**config.mk**
```make
export PLATFORM = sky130hd
export DESIGN_NAME = bp_sacc_he_dma_reader
export DESIGN_NICKNAME = d
export VERILOG_FILES = /design/src/rtl/bp_sacc_he_dma_reader_pkg.sv /design/src/rtl/bsg_counter_up_down.sv /design/src/rtl/bp_sacc_he_dma_reader.sv
export SDC_FILE = /design/constraint.sdc
export NUM_CORES = 1
export LEC_CHECK = 0
export BUFFER_PORTS_ARGS = -buffer_cell sky130_fd_sc_hd__buf_2
export CAP_MARGIN = 15
export CORE_UTILIZATION = 50
export DETAILED_ROUTE_END_ITERATION = 8
export PLACE_DENSITY = 0.76
export SLEW_MARGIN = 10
export SYNTH_ARGS = -nofsm -noshare
export SYNTH_HDL_FRONTEND = slang
export SYNTH_SLANG_ARGS = --single-unit
export TNS_END_PERCENT = 30
```
**constraint.sdc**
```tcl
create_clock -name clk_i -period 5.1 [get_ports clk_i]
set_clock_uncertainty 0.15 [all_clocks]
set_input_delay 1.53 -clock clk_i [delete_from_list [all_inputs] [get_ports clk_i]]
set_output_delay 1.53 -clock clk_i [all_outputs]
set_load 0.05 [all_outputs]
```
**src/rtl/bp_sacc_he_dma_reader_pkg.sv**
```systemverilog
// ---------------------------------------------------------------------------
// bp_sacc_he_dma_reader_pkg
// Shared accelerator package: DMA reader state encoding, transfer word size
// and the accelerator CSR index map used by the host-facing register block.
// ---------------------------------------------------------------------------
package bp_sacc_he_dma_reader_pkg;

  // DMA reader control states.
  typedef enum logic [1:0] {
    IDLE  = 2'd0,
    ISSUE = 2'd1,
    DRAIN = 2'd2,
    DONE  = 2'd3
  } dma_state_e;

  // Every read moves one 32-bit word.
  localparam int unsigned word_bytes_c = 4;

  // Accelerator CSR indices.
  localparam int unsigned csr_src_addr_idx_c = 0;
  localparam int unsigned csr_length_idx_c   = 1;
  localparam int unsigned csr_spm_base_idx_c = 2;
  localparam int unsigned csr_start_idx_c    = 3;
  localparam int unsigned csr_status_idx_c   = 4;

endpackage

```
**src/rtl/bsg_counter_up_down.sv**
```systemverilog
// ---------------------------------------------------------------------------
// bsg_counter_up_down
// Up/down counter used as the outstanding-read credit counter.
//   clk_i    : clock, rising edge
//   reset_i  : asynchronous active-low reset, clears the count
//   up_i     : increment by one this cycle
//   down_i   : decrement by one this cycle (nets against up_i)
//   count_o  : current count
// The owner guarantees the count stays within 0..max_val_p.
// ---------------------------------------------------------------------------
module bsg_counter_up_down #(
  parameter int max_val_p = 4,
  parameter int width_p   = $clog2(max_val_p + 1)
) (
  input  logic               clk_i,
  input  logic               reset_i,
  input  logic               up_i,
  input  logic               down_i,
  output logic [width_p-1:0] count_o
);

  logic [width_p-1:0] count_q;
  logic [width_p-1:0] count_d;

  always_comb begin
    count_d = count_q;
    if (up_i && !down_i) begin
      count_d = count_q + width_p'(1);
    end else if (down_i && !up_i) begin
      count_d = count_q - width_p'(1);
    end
  end

  always_ff @(posedge clk_i or negedge reset_i) begin
    if (!reset_i) begin
      count_q <= '0;
    end else begin
      count_q <= count_d;
    end
  end

  assign count_o = count_q;

endmodule

```
**src/rtl/bp_sacc_he_dma_reader.sv**
```systemverilog
// ---------------------------------------------------------------------------
// bp_sacc_he_dma_reader
// Copies length_i consecutive 32-bit words from memory (starting at byte
// address src_addr_i) into the scratchpad starting at word spm_base_i.
// Reads are pipelined with up to max_outstanding_p commands in flight;
// responses return in order and are written to the SPM one cycle later.
//   clk_i / reset_i          : clock, asynchronous active-low reset
//   start_i, src_addr_i,
//   length_i, spm_base_i     : transfer request, sampled only in IDLE
//   busy_o, done_o           : transfer active / sticky completion
//   mem_cmd_*                : 4-byte uncached read command (valid/ready)
//   mem_resp_*               : read response (always ready)
//   spm_w_v_o, spm_addr_o,
//   spm_data_o               : registered scratchpad write port
// ---------------------------------------------------------------------------
module bp_sacc_he_dma_reader
  import bp_sacc_he_dma_reader_pkg::*;
#(
  parameter int paddr_width_p     = 40,
  parameter int spm_els_p         = 4096,
  parameter int max_outstanding_p = 4
) (
  input  logic                         clk_i,
  input  logic                         reset_i,
  input  logic                         start_i,
  input  logic [paddr_width_p-1:0]     src_addr_i,
  input  logic [15:0]                  length_i,
  input  logic [$clog2(spm_els_p)-1:0] spm_base_i,
  output logic                         busy_o,
  output logic                         done_o,
  output logic                         mem_cmd_v_o,
  output logic [paddr_width_p-1:0]     mem_cmd_addr_o,
  input  logic                         mem_cmd_ready_i,
  input  logic                         mem_resp_v_i,
  input  logic [31:0]                  mem_resp_data_i,
  output logic                         mem_resp_ready_o,
  output logic                         spm_w_v_o,
  output logic [$clog2(spm_els_p)-1:0] spm_addr_o,
  output logic [31:0]                  spm_data_o
);

  localparam int spm_aw_lp     = $clog2(spm_els_p);
  localparam int out_w_lp      = $clog2(max_outstanding_p + 1);
  localparam int word_shift_lp = $clog2(word_bytes_c);
  localparam logic [out_w_lp-1:0]  max_out_lp  = out_w_lp'(max_outstanding_p);
  localparam logic [spm_aw_lp-1:0] spm_last_lp = spm_aw_lp'(spm_els_p - 1);

  dma_state_e                 state_q, state_d;
  logic [paddr_width_p-1:0]   src_q, src_d;
  logic [15:0]                len_q, len_d;
  logic [15:0]                issue_cnt_q, issue_cnt_d;
  logic [15:0]                recv_cnt_q, recv_cnt_d;
  // Next SPM index to write; kept as a wrapping pointer so non-power-of-two
  // SPM depths wrap correctly without a modulo.
  logic [spm_aw_lp-1:0]       spm_ptr_q, spm_ptr_d;
  logic                       done_q, done_d;
  logic                       spm_w_v_q, spm_w_v_d;
  logic [spm_aw_lp-1:0]       spm_addr_q, spm_addr_d;
  logic [31:0]                spm_data_q, spm_data_d;

  logic [out_w_lp-1:0]        outstanding;
  logic                       cmd_fire;
  logic                       resp_fire;
  logic                       active;

  assign active = (state_q == ISSUE) || (state_q == DRAIN);

  // Command valid depends only on registered state, so once raised it holds
  // (with a stable address) until the handshake: nothing but an accepted
  // command can advance issue_cnt_q, and responses only free credits.
  assign mem_cmd_v_o    = (state_q == ISSUE) && (outstanding < max_out_lp)
                          && (issue_cnt_q < len_q);
  assign mem_cmd_addr_o = src_q + (paddr_width_p'(issue_cnt_q) << word_shift_lp);
  assign cmd_fire       = mem_cmd_v_o && mem_cmd_ready_i;

  // A response with no credit outstanding cannot belong to this transfer;
  // refusing it keeps the credit counter from underflowing.
  assign resp_fire = mem_resp_v_i && active && (outstanding != '0);

  bsg_counter_up_down #(
    .max_val_p (max_outstanding_p),
    .width_p   (out_w_lp)
  ) u_credit (
    .clk_i   (clk_i),
    .reset_i (reset_i),
    .up_i    (cmd_fire),
    .down_i  (resp_fire),
    .count_o (outstanding)
  );

  always_comb begin
    state_d     = state_q;
    src_d       = src_q;
    len_d       = len_q;
    issue_cnt_d = issue_cnt_q;
    recv_cnt_d  = recv_cnt_q;
    spm_ptr_d   = spm_ptr_q;
    done_d      = done_q;
    spm_w_v_d   = resp_fire;
    spm_addr_d  = spm_ptr_q;
    spm_data_d  = mem_resp_data_i;

    if (cmd_fire) begin
      issue_cnt_d = issue_cnt_q + 16'd1;
    end
    if (resp_fire) begin
      recv_cnt_d = recv_cnt_q + 16'd1;
      spm_ptr_d  = (spm_ptr_q == spm_last_lp) ? '0 : spm_ptr_q + spm_aw_lp'(1);
    end

    case (state_q)
      IDLE: begin
        if (start_i) begin
          if (length_i != 16'd0) begin
            src_d       = src_addr_i;
            len_d       = length_i;
            issue_cnt_d = '0;
            recv_cnt_d  = '0;
            spm_ptr_d   = spm_base_i;
            done_d      = 1'b0;
            state_d     = ISSUE;
          end else begin
            done_d  = 1'b1;
            state_d = DONE;
          end
        end
      end
      ISSUE: begin
        if (cmd_fire && (issue_cnt_d == len_q)) begin
          state_d = DRAIN;
        end
      end
      DRAIN: begin
        // The last SPM write is registered on this same edge.
        if (recv_cnt_d == len_q) begin
          done_d  = 1'b1;
          state_d = DONE;
        end
      end
      DONE: begin
        state_d = IDLE;
      end
      default: begin
        state_d = IDLE;
      end
    endcase
  end

  always_ff @(posedge clk_i or negedge reset_i) begin
    if (!reset_i) begin
      state_q     <= IDLE;
      src_q       <= '0;
      len_q       <= '0;
      issue_cnt_q <= '0;
      recv_cnt_q  <= '0;
      spm_ptr_q   <= '0;
      done_q      <= 1'b0;
      spm_w_v_q   <= 1'b0;
      spm_addr_q  <= '0;
      spm_data_q  <= '0;
    end else begin
      state_q     <= state_d;
      src_q       <= src_d;
      len_q       <= len_d;
      issue_cnt_q <= issue_cnt_d;
      recv_cnt_q  <= recv_cnt_d;
      spm_ptr_q   <= spm_ptr_d;
      done_q      <= done_d;
      spm_w_v_q   <= spm_w_v_d;
      spm_addr_q  <= spm_addr_d;
      spm_data_q  <= spm_data_d;
    end
  end

  assign busy_o           = active;
  assign done_o           = done_q;
  assign mem_resp_ready_o = 1'b1;
  assign spm_w_v_o        = spm_w_v_q;
  assign spm_addr_o       = spm_addr_q;
  assign spm_data_o       = spm_data_q;

endmodule

```
==> run_results.csv <==
group,metric,value,unit
placed_design,hpwl,15300,µm
floorplan,die_w,130,µm
clock_network,cts_tree,"built",
pwr,seqPwrFrac,32.3,%
drt,ant_nets,0,
drt,dr.pass1.iters,5,
placed_design,post_dp_cell_area,0.00944,mm²
timing,finalCriticalPeriod,5.02,ns
pwr,p_total,5.84,mW
cells_and_area,fin_util,64.1,%
cells_and_area,drive_gt1_share,25.6,%
worst_setup_path,rr_worst_depth,11,
min_path,whs_path_depth,0,
synth,ys_warn_count,0,
clock_network,cts-hold-fix-buffers,0,
pwr,p_switching,2.77,mW
synth,synth_area_leaders,"dfrtp_1 (46%), nand2_1 (8.7%), xnor2_1 (6.2%), ha_1 (5.8%), xor2_1 (4.5%)",
drt,wl_met2,10000,µm
clock_network,clk_latency,0.43,ns
global_routing,grt_pass1_vias,6619,
placed_design,gp_congestion,0.945,
timing,setup_viol,0,
worst_setup_path,crit_start,"src_q[2]$_DFFE_PN0P_",
floorplan,start_util,51.2,%
synth,yosysMostFrequentCell,"nand2_1",
drt,drtIter0Drc,441,
clock_network,clkSinkCount,151,
timing,max_slew_margin,37.5,%
worst_setup_path,worstPathArrival,3.34,ns
cells_and_area,multi_input_area,0.00420,mm²
worst_setup_path,cpLargestDelayFamily,"compound AO/OA/AOI/OAI gates",
placed_design,io_buffers,192,
pwr,pwr-share-clk,21.3,%
drt,drc,0,
worst_setup_path,required,3.42,ns
pwr,vdd_drop_max,264,µV
clock_network,cts_root_buf,"clkbuf_16",
synth,synth_edf_count,0,
min_path,min_from,"spm_addr_d[8]$_DFF_PN0_",
pwr,p_leak,4.94,nW
global_routing,antenna_found_initial,0,
pwr,combPwrFrac,46.4,%
timing,fmax,199,MHz
cells_and_area,fin_nets,1220,
synth,synth_top_family_by_area,"simple AND/OR/NAND/NOR gates",
timing,worstMarginPinSlew,0.937,ns
drt,routed_wl,21000,µm
worst_setup_path,crit_path_max_incr_delay,0.38,ns
floorplan,die_h,130,µm
timing,fin_ws,0.0756,ns
placed_design,dp_cells,1270,
min_path,min_path_type,"flip-flop to flip-flop",
floorplan,dieArea,0.0168,mm²
drt,post_drt_wl_per_cell,16.1,µm
global_routing,grt_overflow,0,
timing,slew_viol_final,0,
timing,hold_violations,0,
min_path,holdPathEnd,"spm_addr_o[8]$_DFF_PN0_",
worst_setup_path,cp_slowest_cell,"dfrtp_1",
cells_and_area,final_cells,1304,
global_routing,track_usage,25.4,%
floorplan,core-area,0.0159,mm²
run_status,status,"finished, final reports clean",
synth,synth_cells,870,
cells_and_area,regArea,0.00378,mm²
timing,tns,0,ns
drt,viasPerCell,5.39,
synth,synthSimpleGateAreaFrac,22.4,%
synth,synth-xor-area-share,11.3,%
synth,avgSynthCellArea,9.35,µm²
global_routing,grt_pass1_wl,32600,µm
clock_network,cts_made_buffers,17,
cells_and_area,fin_area,0.0102,mm²
synth,synth_compound_area_share,9.80,%
worst_setup_path,endpoint_kind,"output port",
drt,drt-met1-wl,8950,µm
worst_setup_path,worstPathCellList,"ha_1 -> inv_1 -> fa_2 -> nor2b_1 -> o21a_1 -> o21ai_0 -> nand2b_1 -> a31oi_2 -> o311ai_2 -> a31oi_2 -> buf_2 -> nor3b_2 -> xor2_1 -> buf_4",
worst_setup_path,cp.buffers_inverters,3,
floorplan,ios,194,
worst_setup_path,path_class,"flip-flop to output port",
cells_and_area,nFillCells,1353,
synth,synth_top_area_share,46.5,%
synth,synth_cell_type_count,64,
cells_and_area,area_delta_synth_final,25.2,%
pwr,swShare,47.4,%
synth,ys.flop_type,"dfrtp_1",
pwr,internal_power,3.07,mW
floorplan,std_cell_rows,46,
timing,worst_hold_slack,0.266,ns
synth,synth_seq_cells,151,
cells_and_area,num_antenna_cells,0,
drt,route.met3.wl,1440,µm
worst_setup_path,cp-start-kind,"flip-flop",
synth,synth_area,0.00813,mm²
worst_setup_path,rrSetupSlack,0.97,ns
worst_setup_path,cp_max_fo,5,
worst_setup_path,r2r-end,"state_q[0]$_DFFE_PN0P_",
clock_network,htreeDepth,4,
drt,top_layer_used,"met4",
synth,yosysSeqAreaShare,46.5,%
synth,async_flop_share,100,%
synth,yosysTopAreaCell,"dfrtp_1",
pwr,power-per-cell-area,574,mW/mm²
synth,synth_mux_area_share,0.508,%
synth,syn_nets,1015,
placed_design,dp_slack,-0.123,ns
flow_run,maxCapViolations,0,
timing,period_share,98.5,%
clock_network,cts_buffer_depth,2,
global_routing,grt_max_degree,104,
synth,yosys.area_share.adder,6.34,%
clock_network,clkSlewWorstSetupHoldPaths,0.07,ns
synth,yosys-top-cells-count,"nand2_1 (188), dfrtp_1 (151), nor2_1 (70)",
drt,vias,7032,
worst_setup_path,path_common_cell,"a31oi_2",
worst_setup_path,r2r-start,"issue_cnt_q[9]$_DFF_PN0_",
-- registers in the layout, summed over array words and instances, names as in the netlist --
name / cells
src_q: 40
spm_data_o: 32
issue_cnt_q: 16
len_q: 16
recv_cnt_q: 16
spm_addr_d: 12
spm_addr_o: 12
u_credit.count_o: 3
state_q: 2
done_o: 1
spm_w_v_o: 1
-- kinds of logic (layout without fill, tap and decap cells) --
family                   Yosys count  count (layout)
AND/OR/NAND/NOR                  390             390
flip-flops                       151             151
AO/OA/AOI/OAI                    118             118
XOR/XNOR                         102             102
buffers and inverters             64             282
adder cells (fa/ha/maj)           40              40
multiplexers                       4               4
other                              1               1
-- layer usage --
metal / vias up / track usage, %
li1: 3403 / -
met1: 3315 / 32.5
met2: 272 / 41.9
met3: 42 / 5.82
met4: 0 / 10.2
met5: - / 0
-- area by class of cell --
class	count	share of cell area, %
Multi-Input combinational cell	655	41.2
Timing Repair Buffer	217	12.0
Clock buffer	17	4.18
Tap cell	216	2.65
Inverter	33	1.22
Clock inverter	15	1.67
Sequential cell	151	37.1
-- cell usage in the layout (no fill, tap or decap), drive strengths merged, types with 6 or more instances in the layout --
master	count
clkbuf	23
or4	6
inv	41
dfrtp	151
ha	38
nand2	188
and2	7
nand4	19
a21oi	21
clkinv	6
o21a	8
nand3	28
nor4	17
nor3b	6
xnor2	58
nor2	70
xor2	42
and3	14
a21o	6
buf	211
o21ai	39
nor3	12
or3	7
-- worst max-delay path by stage --
stage                     slack [ns]  cells past startpoint            endpoint
final                           0.08                     14  mem_cmd_addr_o[24]
after global placement         -0.04                     12  mem_cmd_addr_o[23]
after detailed placement       -0.12                     12  mem_cmd_addr_o[23]
after CTS                       0.05                     14  mem_cmd_addr_o[26]
after floorplan                 0.03                     10  mem_cmd_addr_o[23]
after global routing           -0.06                     12  mem_cmd_addr_o[23]
-- what timing repair did --
item | CTS | global route
gates cloned | 0 | 1
endpoints found under the setup margin | 16 | 19
buffers inserted | 0 | 1
pin swaps | 1 | 4
resized for setup | 8 | 44
-- power groups by stage --
stage	registers, mW	clock network (mW)	logic (mW)
after global routing	1.93	1.32	2.96
after global placement	1.89	0	2.60
after detailed placement	1.90	0	2.64
final	1.89	1.24	2.71
after floorplan	2.05	0	1.78
after CTS	1.88	1.27	2.66
No activity file was read; power rests on OpenSTA's default activity.
